### config.mk
export PLATFORM = sky130hd
export DESIGN_NAME = sync_fifo_param_flat
export DESIGN_NICKNAME = d
export VERILOG_FILES = /design/src/rtl/sync_fifo_param_if.sv /design/src/rtl/sync_fifo_param.sv /design/src/flat_wrapper.sv
export SDC_FILE = /design/constraint.sdc
export NUM_CORES = 1
export LEC_CHECK = 0
export BUFFER_PORTS_ARGS = -buffer_cell sky130_fd_sc_hd__buf_2
export CAP_MARGIN = 25
export CORE_AREA = 2 2 123 125
export DETAILED_ROUTE_END_ITERATION = 8
export DIE_AREA = 0 0 125 127
export HOLD_SLACK_MARGIN = 0.06
export PLACE_DENSITY = 0.74
export RECOVER_POWER = 100
export SLEW_MARGIN = 15
export SYNTH_ARGS = -nofsm -noshare
export SYNTH_HDL_FRONTEND = slang
export SYNTH_SLANG_ARGS = --single-unit
### constraint.sdc
create_clock -name clk30x -period 3.55 [get_ports clk30x]
set_input_delay 0.5325 -clock clk30x [delete_from_list [all_inputs] [get_ports clk30x]]
set_output_delay 0.5325 -clock clk30x [all_outputs]
set_load 0.005 [all_outputs]
### src/rtl/sync_fifo_param_if.sv
// ============================================================================
// Module   : sync_fifo_param_if
// Purpose  : Write/read handshake and status bundle for sync_fifo_param.
// Revision : 1.0 - initial release
// ============================================================================
`default_nettype none

interface sync_fifo_param_if #(
  parameter int DATA_W = 16,
  parameter int ADDR_W = 3,
  parameter int SX_W   = 32
);

  logic              wr_cs;
  logic              wr_en;
  logic [DATA_W-1:0] xin;
  logic              rd_cs;
  logic              rd_en;
  logic              flush;
  logic              clr_err;
  logic [DATA_W-1:0] yout;
  logic [SX_W-1:0]   yout_sx;
  logic [ADDR_W:0]   count;
  logic              empty;
  logic              full;
  logic              almost_empty;
  logic              almost_full;
  logic              overflow;
  logic              underflow;

  modport master (
    output wr_cs, wr_en, xin, rd_cs, rd_en, flush, clr_err,
    input  yout, yout_sx, count, empty, full, almost_empty, almost_full,
           overflow, underflow
  );

  modport slave (
    input  wr_cs, wr_en, xin, rd_cs, rd_en, flush, clr_err,
    output yout, yout_sx, count, empty, full, almost_empty, almost_full,
           overflow, underflow
  );

endinterface

`default_nettype wire

### src/rtl/sync_fifo_param.sv
// ============================================================================
// Module   : sync_fifo_param
// Purpose  : Parametrised synchronous FIFO with fill level, thresholds,
//            optional first-word-fall-through, flush and sticky error flags.
// Revision : 1.0 - initial release
// ============================================================================
`default_nettype none

module sync_fifo_param #(
  parameter int DATA_W    = 16,
  parameter int ADDR_W    = 3,
  parameter int FWFT      = 0,
  parameter int AF_MARGIN = 1,
  parameter int AE_MARGIN = 1,
  parameter int SX_W      = 32
) (
  input  logic                clk30x,
  input  logic                rst_n,
  sync_fifo_param_if.slave    bus
);

  localparam int              c_DEPTH     = 2 ** ADDR_W;
  localparam int              c_AF_LVL    = c_DEPTH - AF_MARGIN;
  localparam logic [ADDR_W:0] c_CNT_FULL  = {1'b1, {ADDR_W{1'b0}}};

  logic [DATA_W-1:0] r_mem [c_DEPTH];
  logic [ADDR_W-1:0] r_wr_ptr;
  logic [ADDR_W-1:0] r_rd_ptr;
  logic [ADDR_W:0]   r_count;
  logic              r_overflow;
  logic              r_underflow;

  logic              w_wr_req;
  logic              w_rd_req;
  logic              w_empty;
  logic              w_full;
  logic              w_rd_ok;
  logic              w_wr_ok;
  logic              w_ovf_evt;
  logic              w_udf_evt;
  logic [DATA_W-1:0] w_yout;

  assign w_wr_req = bus.wr_cs & bus.wr_en;
  assign w_rd_req = bus.rd_cs & bus.rd_en;
  assign w_empty  = (r_count == '0);
  assign w_full   = (r_count == c_CNT_FULL);

  // A read frees a slot in the same cycle, so a full FIFO still takes a write
  // alongside a read. Flush swallows both requests outright.
  assign w_rd_ok   = ~bus.flush & w_rd_req & ~w_empty;
  assign w_wr_ok   = ~bus.flush & w_wr_req & (~w_full | w_rd_ok);
  assign w_ovf_evt = ~bus.flush & w_wr_req & ~w_wr_ok;
  assign w_udf_evt = ~bus.flush & w_rd_req & ~w_rd_ok;

  always_ff @(posedge clk30x or negedge rst_n) begin
    if (!rst_n) begin
      r_wr_ptr <= '0;
      r_rd_ptr <= '0;
      r_count  <= '0;
    end else if (bus.flush) begin
      r_wr_ptr <= '0;
      r_rd_ptr <= '0;
      r_count  <= '0;
    end else begin
      if (w_wr_ok) begin
        r_wr_ptr <= r_wr_ptr + 1'b1;
      end
      if (w_rd_ok) begin
        r_rd_ptr <= r_rd_ptr + 1'b1;
      end
      case ({w_wr_ok, w_rd_ok})
        2'b10:   r_count <= r_count + 1'b1;
        2'b01:   r_count <= r_count - 1'b1;
        default: r_count <= r_count;
      endcase
    end
  end

  // Storage is deliberately left out of reset; only the pointers define validity.
  always_ff @(posedge clk30x) begin
    if (w_wr_ok) begin
      r_mem[r_wr_ptr] <= bus.xin;
    end
  end

  // A fresh error wins over a simultaneous clear so no event is ever lost.
  always_ff @(posedge clk30x or negedge rst_n) begin
    if (!rst_n) begin
      r_overflow  <= 1'b0;
      r_underflow <= 1'b0;
    end else begin
      if (w_ovf_evt) begin
        r_overflow <= 1'b1;
      end else if (bus.clr_err) begin
        r_overflow <= 1'b0;
      end
      if (w_udf_evt) begin
        r_underflow <= 1'b1;
      end else if (bus.clr_err) begin
        r_underflow <= 1'b0;
      end
    end
  end

  generate
    if (FWFT != 0) begin : g_fwft_read
      assign w_yout = r_mem[r_rd_ptr];
    end else begin : g_reg_read
      logic [DATA_W-1:0] r_yout;

      always_ff @(posedge clk30x or negedge rst_n) begin
        if (!rst_n) begin
          r_yout <= '0;
        end else if (bus.flush) begin
          r_yout <= '0;
        end else if (w_rd_ok) begin
          r_yout <= r_mem[r_rd_ptr];
        end
      end

      assign w_yout = r_yout;
    end
  endgenerate

  generate
    if (SX_W > DATA_W) begin : g_sx_extend
      assign bus.yout_sx = {{(SX_W-DATA_W){w_yout[DATA_W-1]}}, w_yout};
    end else begin : g_sx_same
      assign bus.yout_sx = w_yout;
    end
  endgenerate

  assign bus.yout         = w_yout;
  assign bus.count        = r_count;
  assign bus.empty        = w_empty;
  assign bus.full         = w_full;
  assign bus.almost_empty = (int'(r_count) <= AE_MARGIN);
  assign bus.almost_full  = (int'(r_count) >= c_AF_LVL);
  assign bus.overflow     = r_overflow;
  assign bus.underflow    = r_underflow;

endmodule

`default_nettype wire

### src/flat_wrapper.sv
// flat-port wrapper written by rule: the top's interface ports become plain ports
module sync_fifo_param_flat 
#(
  parameter int DATA_W    = 16,
  parameter int ADDR_W    = 3,
  parameter int FWFT      = 0,
  parameter int AF_MARGIN = 1,
  parameter int AE_MARGIN = 1,
  parameter int SX_W      = 32
)
  (clk30x, rst_n, bus_wr_cs, bus_wr_en, bus_xin, bus_rd_cs, bus_rd_en, bus_flush, bus_clr_err, bus_yout, bus_yout_sx, bus_count, bus_empty, bus_full, bus_almost_empty, bus_almost_full, bus_overflow, bus_underflow);
  sync_fifo_param_if #(.DATA_W(DATA_W), .ADDR_W(ADDR_W), .SX_W(SX_W)) bus_i ();
  input  logic clk30x;
  input  logic rst_n;
  input wire logic [$bits(bus_i.wr_cs)-1:0] bus_wr_cs;
  input wire logic [$bits(bus_i.wr_en)-1:0] bus_wr_en;
  input wire logic [$bits(bus_i.xin)-1:0] bus_xin;
  input wire logic [$bits(bus_i.rd_cs)-1:0] bus_rd_cs;
  input wire logic [$bits(bus_i.rd_en)-1:0] bus_rd_en;
  input wire logic [$bits(bus_i.flush)-1:0] bus_flush;
  input wire logic [$bits(bus_i.clr_err)-1:0] bus_clr_err;
  output wire logic [$bits(bus_i.yout)-1:0] bus_yout;
  output wire logic [$bits(bus_i.yout_sx)-1:0] bus_yout_sx;
  output wire logic [$bits(bus_i.count)-1:0] bus_count;
  output wire logic [$bits(bus_i.empty)-1:0] bus_empty;
  output wire logic [$bits(bus_i.full)-1:0] bus_full;
  output wire logic [$bits(bus_i.almost_empty)-1:0] bus_almost_empty;
  output wire logic [$bits(bus_i.almost_full)-1:0] bus_almost_full;
  output wire logic [$bits(bus_i.overflow)-1:0] bus_overflow;
  output wire logic [$bits(bus_i.underflow)-1:0] bus_underflow;
  assign bus_i.wr_cs = bus_wr_cs;
  assign bus_i.wr_en = bus_wr_en;
  assign bus_i.xin = bus_xin;
  assign bus_i.rd_cs = bus_rd_cs;
  assign bus_i.rd_en = bus_rd_en;
  assign bus_i.flush = bus_flush;
  assign bus_i.clr_err = bus_clr_err;
  assign bus_yout = bus_i.yout;
  assign bus_yout_sx = bus_i.yout_sx;
  assign bus_count = bus_i.count;
  assign bus_empty = bus_i.empty;
  assign bus_full = bus_i.full;
  assign bus_almost_empty = bus_i.almost_empty;
  assign bus_almost_full = bus_i.almost_full;
  assign bus_overflow = bus_i.overflow;
  assign bus_underflow = bus_i.underflow;
  sync_fifo_param #(.DATA_W(DATA_W), .ADDR_W(ADDR_W), .FWFT(FWFT), .AF_MARGIN(AF_MARGIN), .AE_MARGIN(AE_MARGIN), .SX_W(SX_W)) u_core (.clk30x(clk30x), .rst_n(rst_n), .bus(bus_i));
endmodule
# Word level (Yosys, flattened, before mapping)
# Memory sizes are Yosys's and may differ from the RTL's.
# Cells that the tools add are included.
# word_totals
ff_bits	28
ram_bits	128
wordCells	49
memories	1
# op_classes
n_addsub	4
magnitude_cmp	2
eq_ne	3
n_mux	13
n_bitwise	14
reduce_logical	6
# memory_table
name	words	width	rd	rd_ports_with_merged_regs	wr	line_no	source
u_core.r_mem	8	16	1	0	1	sync_fifo_param.sv:26	logic [DATA_W-1:0] r_mem [c_DEPTH];
# op_table
operator	count
$mux 16	2
$mux 3	4
$and 1x1->1	8
$pmux 4 s2	1
$reduce_bool 2->1	4
$add 3x1->3 const B	2
$mux 1	5
$not 1->1	5
$add 4x1->4 const B	1
$eq 4x4->1 const B	1
$ge 4x3->1 const B	1
$le 4x1->1 const B	1
$logic_not 4->1	1
$mux 4	1
$sub 4x1->4 const B	1
$reduce_bool 3->1	1
$eq 2x1->1 const B	1
$eq 2x2->1 const B	1
$or 1x1->1	1

# Longest topological paths before layout
# logic_depth
word_depth	8
mapped_depth	8
depth_no_buf	7

# Worst setup path after synthesis
# OpenSTA, ideal clock, no wires.
# synth_path
kind	input port to flip-flop
start	input bus_flush
end	memory u_core.r_mem[0][0], enable pin
setup_ps	436
arrival_ps	2937
required_time_ps	3114
slack_ps	177
stages	5
n_path_buf	2
path_cell_list	buf_2 > and3b_1 > buf_4 > o21ai_4 > nor4b_1
# synth_via
elab_chain_len	7
word_cells_on_any_way	8
# synth_lines
element	line_no	source
start, declared	flat_wrapper.sv:20	input wire logic [$bits(bus_i.flush)-1:0] bus_flush;
$not 1->1 (*)	sync_fifo_param.sv:50, sync_fifo_param.sv:51	
$and 1x1->1 (2 in series)	sync_fifo_param.sv:50	assign w_rd_ok = ~bus.flush & w_rd_req & ~w_empty;
$or 1x1->1	sync_fifo_param.sv:51	assign w_wr_ok = ~bus.flush & w_wr_req & (~w_full | w_rd_ok);
$and 1x1->1 (*)	sync_fifo_param.sv:51	
$mux 1 (*)	sync_fifo_param.sv:81	if (w_wr_ok) begin
$mux 1 (implied by the code) (*)	sync_fifo_param.sv:82	r_mem[r_wr_ptr] <= bus.xin;
end, declared	sync_fifo_param.sv:26	
# Mark *: on every way between the ends. The rest lies on a longest branch, timed or not.

# Final worst setup path
# layout_path
start	register u_core.r_count[1], in the netlist u_core.bus.count[1]
end	register u_core.r_count[2], in the netlist u_core.bus.count[2]
# layout_via
elab_chain_len	8
word_cells_on_any_way	14
# layout_lines
element	line_no	source
start, declared	sync_fifo_param.sv:29	logic [ADDR_W:0] r_count;
start signal, assigned	sync_fifo_param.sv:72	2'b10: r_count <= r_count + 1'b1;
start signal, assigned	sync_fifo_param.sv:73	2'b01: r_count <= r_count - 1'b1;
start signal, assigned	sync_fifo_param.sv:74	default: r_count <= r_count;
$logic_not 4->1	sync_fifo_param.sv:45	assign w_empty = (r_count == '0);
$not 1->1	sync_fifo_param.sv:50	
$and 1x1->1	sync_fifo_param.sv:50	
$or 1x1->1	sync_fifo_param.sv:51	
$and 1x1->1	sync_fifo_param.sv:51	
$eq 2x1->1 or $eq 2x2->1 (tied branches)	sync_fifo_param.sv:71	case ({w_wr_ok, w_rd_ok})
$pmux 4 s2	sync_fifo_param.sv:71	
$mux 4	sync_fifo_param.sv:60	end else if (bus.flush) begin
# Parallel ways exist; a longest one is shown, timed or not.
# A chain may end at the register's enable or synchronous reset.

==> impl_metrics.py <==
metrics = {
    "outcome": {
        "status": "complete, but fails checks",
        "failed_checks": "max-capacitance violations, max-slew violations",
    },
    "critical_path": {
        "critPathLaunchType": "register",
        "r2r-start": "u_core.bus.count[1]",
        "critPathCaptureType": "register",
        "rr_endpoint": "u_core.bus.count[2]",
        "critPathKind": "register to register",
        "crit_arrival_ps": 3180,
        "r2r_setup_slack_ps": 670,
        "required_ps": 3850,
        "reg2reg_depth": 7,
        "worstPathMaxFanout": 22,
    },
    "final_layout": {
        "syn_to_final_growth_pct": 14.5,
        "mostFrequentLayoutCell": "edfxtp_1",
        "drive_gt1_share_pct": 29.3,
        "layout_common_cells": "edfxtp_1 (128), buf_2 (52), clkbuf_1 (40)",
        "fin_nets": 450,
        "fillers": 1176,
        "final_core_util_pct": 51.0,
        "diodes": 0,
    },
    "detailed_routing": {
        "vias_per_cell": 5.53,
        "wl_per_cell_um": 20.0,
        "initialDrtViolationCount": 232,
        "drc": 0,
        "ant_nets": 0,
        "wirelength_um": 12400,
        "vias": 3409,
        "first_pass_iters": 5,
    },
    "floorplan": {
        "start_util_pct": 44.6,
        "die_x_um": 125,
        "rows": 44,
        "fp.coreArea_um2": 14400,
        "die_h_um": 127,
        "die_area_um2": 15900,
        "boundaryPins": 82,
    },
    "synthesis": {
        "ys_types": 41,
        "async_flop_share_pct": 17.9,
        "syn_area_um2": 6430,
        "synth_edf_count": 128,
        "syn_inst": 358,
        "avgSynthCellArea_um2": 18.0,
        "synth_warnings": 0,
        "ys.flop_type": "edfxtp_1",
        "synth-seq-cells": 156,
        "yosysSeqAreaShare_pct": 70.7,
        "synth_nets": 388,
    },
    "clock_tree": {
        "cts_setup_buffers": 0,
        "cts_buffer_depth": 2,
        "ctsResizeCount": 0,
        "clock_sinks": 156,
        "cts_buffers": 17,
        "insertion_delay_ps": 420,
        "cts_root_buf": "clkbuf_16",
        "clk_pin_slew_worst_paths_ps": 60,
        "cts_hold_buf": 0,
        "htree_levels": 4,
        "cts_tree": "yes",
    },
    "global_route": {
        "overflow": 0,
        "grt_pass1_vias": 3462,
        "grt_max_degree": 35,
        "antenna_found_initial": 0,
        "grt_usage_pct": 16.3,
        "grt_pass1_wl_um": 19400,
    },
    "power": {
        "power_density_nw_per_um2": 565,
        "power.internal_uw": 3260,
        "p_seq_share_pct": 49.3,
        "power.switching_uw": 898,
        "p_comb_share_pct": 6.5,
        "ir_drop_mv": 0.305,
        "swShare_pct": 21.6,
        "clockPowerShare_pct": 44.2,
        "leakage_uw": 0.00271,
    },
    "flow_run": {
        "max-cap-violations": 1,
    },
    "hold_path": {
        "hold_depth": 2,
        "hold_path_class": "input port to register",
        "holdPathEnd": "u_core.bus.underflow",
        "hold_start": "bus_clr_err",
    },
    "timing": {
        "period_minus_slack_ps": 2880,
        "holdWs_ps": 318,
        "setup_viol": 0,
        "setup_ws_ps": 669,
        "max_freq_ghz": 0.347,
        "slew_headroom_pct": -7.33,
        "tns_ps": 0,
        "finalHoldViolCount": 0,
        "maxSlewViolCount": 29,
        "fin_crit_sh_pct": 81.2,
        "skew_ps": 8.84,
        "rsz0062_at_grt": "false",
        "max_slew.worst_pin.slew_ps": 1610,
    },
    "placement": {
        "place_ws_ps": 867,
        "io_buffers": 81,
        "dp_hpwl_um": 7740,
        "gp_congestion": 0.797,
    },
}
==> stage by stage <==
stage | instances | cell area (µm²) | total power (µW)
finish | 617 | 7360 | 4160
global route | 617 | 7360 | 4300
CTS | 617 | 7460 | 4200
detailed placement | 585 | 6850 | 2370
global placement | 585 | 6850 | 2360
floorplan | 358 | 6430 | 2280
==> layer usage <==
layer / track usage [%] / up-vias / share of wire [%]
met5: 0 / - / 0
met4: 6.54 / 0 / 1.6
met3: 4.36 / 19 / 6.9
met2: 26.5 / 151 / 50
met1: 21.1 / 1729 / 42
li1: - / 1510 / -
==> power by group through the flow <==
stage	registers [µW]	logic, µW	clock network (µW)
global route	2050	301	1940
global placement	2090	277	0
floorplan	2070	209	0
CTS	2050	285	1870
finish	2050	272	1840
detailed placement	2090	285	0
==> kinds of logic (layout without fill, tap and decap cells) <==
kind of cell / Yosys count / in the layout / share of synthesized area [%]
compound gates: 32 / 32 / 4.36
xor+xnor: 3 / 3 / 0.409
fa+ha+maj: 6 / 6 / 1.17
buf+inv: 59 / 134 / 5.88
flops: 156 / 156 / 70.7
mux: 36 / 36 / 11.9
simple gates: 66 / 66 / 5.63
==> final cells by class <==
| type | count | area [µm²] | area share [%] |
|---|---|---|---|
| clock buffers | 18 | 439 | 5.97 |
| clock inverters | 14 | 169 | 2.29 |
| inverters | 6 | 22.5 | 0.306 |
| multi-input cells | 143 | 1510 | 20.6 |
| flip-flops and latches | 156 | 4550 | 61.8 |
| well taps | 184 | 230 | 3.13 |
| repair buffers | 96 | 440 | 5.98 |
==> registers in the layout (all words and copies together) (netlist names) <==
name                  flops
u_core.bus.count          4
u_core.bus.overflow       1
u_core.bus.underflow      1
u_core.bus.yout          16
u_core.r_mem            128
u_core.r_rd_ptr           3
u_core.r_wr_ptr           3
==> synth_stat cells, drive strengths merged, types with 3 or more instances <==
| cell | number | area (µm²) |
|---|---|---|
| a221o | 16 | 160 |
| o21ai | 3 | 26.3 |
| clkbuf | 11 | 41.3 |
| buf | 42 | 314 |
| ha | 6 | 75.1 |
| nand2 | 7 | 28.8 |
| xor2 | 3 | 26.3 |
| nor2 | 16 | 60.1 |
| edfxtp | 128 | 3840 |
| nor3 | 8 | 40.0 |
| and3 | 17 | 111 |
| mux4 | 32 | 721 |
| a211oi | 3 | 22.5 |
| nand3b | 3 | 22.5 |
| inv | 6 | 22.5 |
| dfrtp | 28 | 701 |
| nand3 | 4 | 20.0 |
==> worst max path at each step <==
stage	from	end	slack, ps	cells after the start
3_3_place_gp	bus_flush	u_core.r_mem[1][12]	940	5
2_1_floorplan	bus_flush	u_core.r_mem[0][0]	180	5
3_5_place_dp	bus_flush	u_core.r_mem[1][12]	870	5
5_1_grt	u_core.bus.count[1]	u_core.r_mem[1][9]	490	6
4_1_cts	u_core.bus.count[1]	bus_empty	1040	5
6_report	u_core.bus.count[1]	u_core.bus.count[2]	670	7
==> critical path, cell delays in order, from the launching register on <==
cell and delay [ps]:
dfrtp_1 460, inv_1 140, ha_1 210, or3b_1 490, nand2_2 110, clkbuf_1 750
a21boi_0 230, a311o_1 390
(Power assumes the default switching activity.)
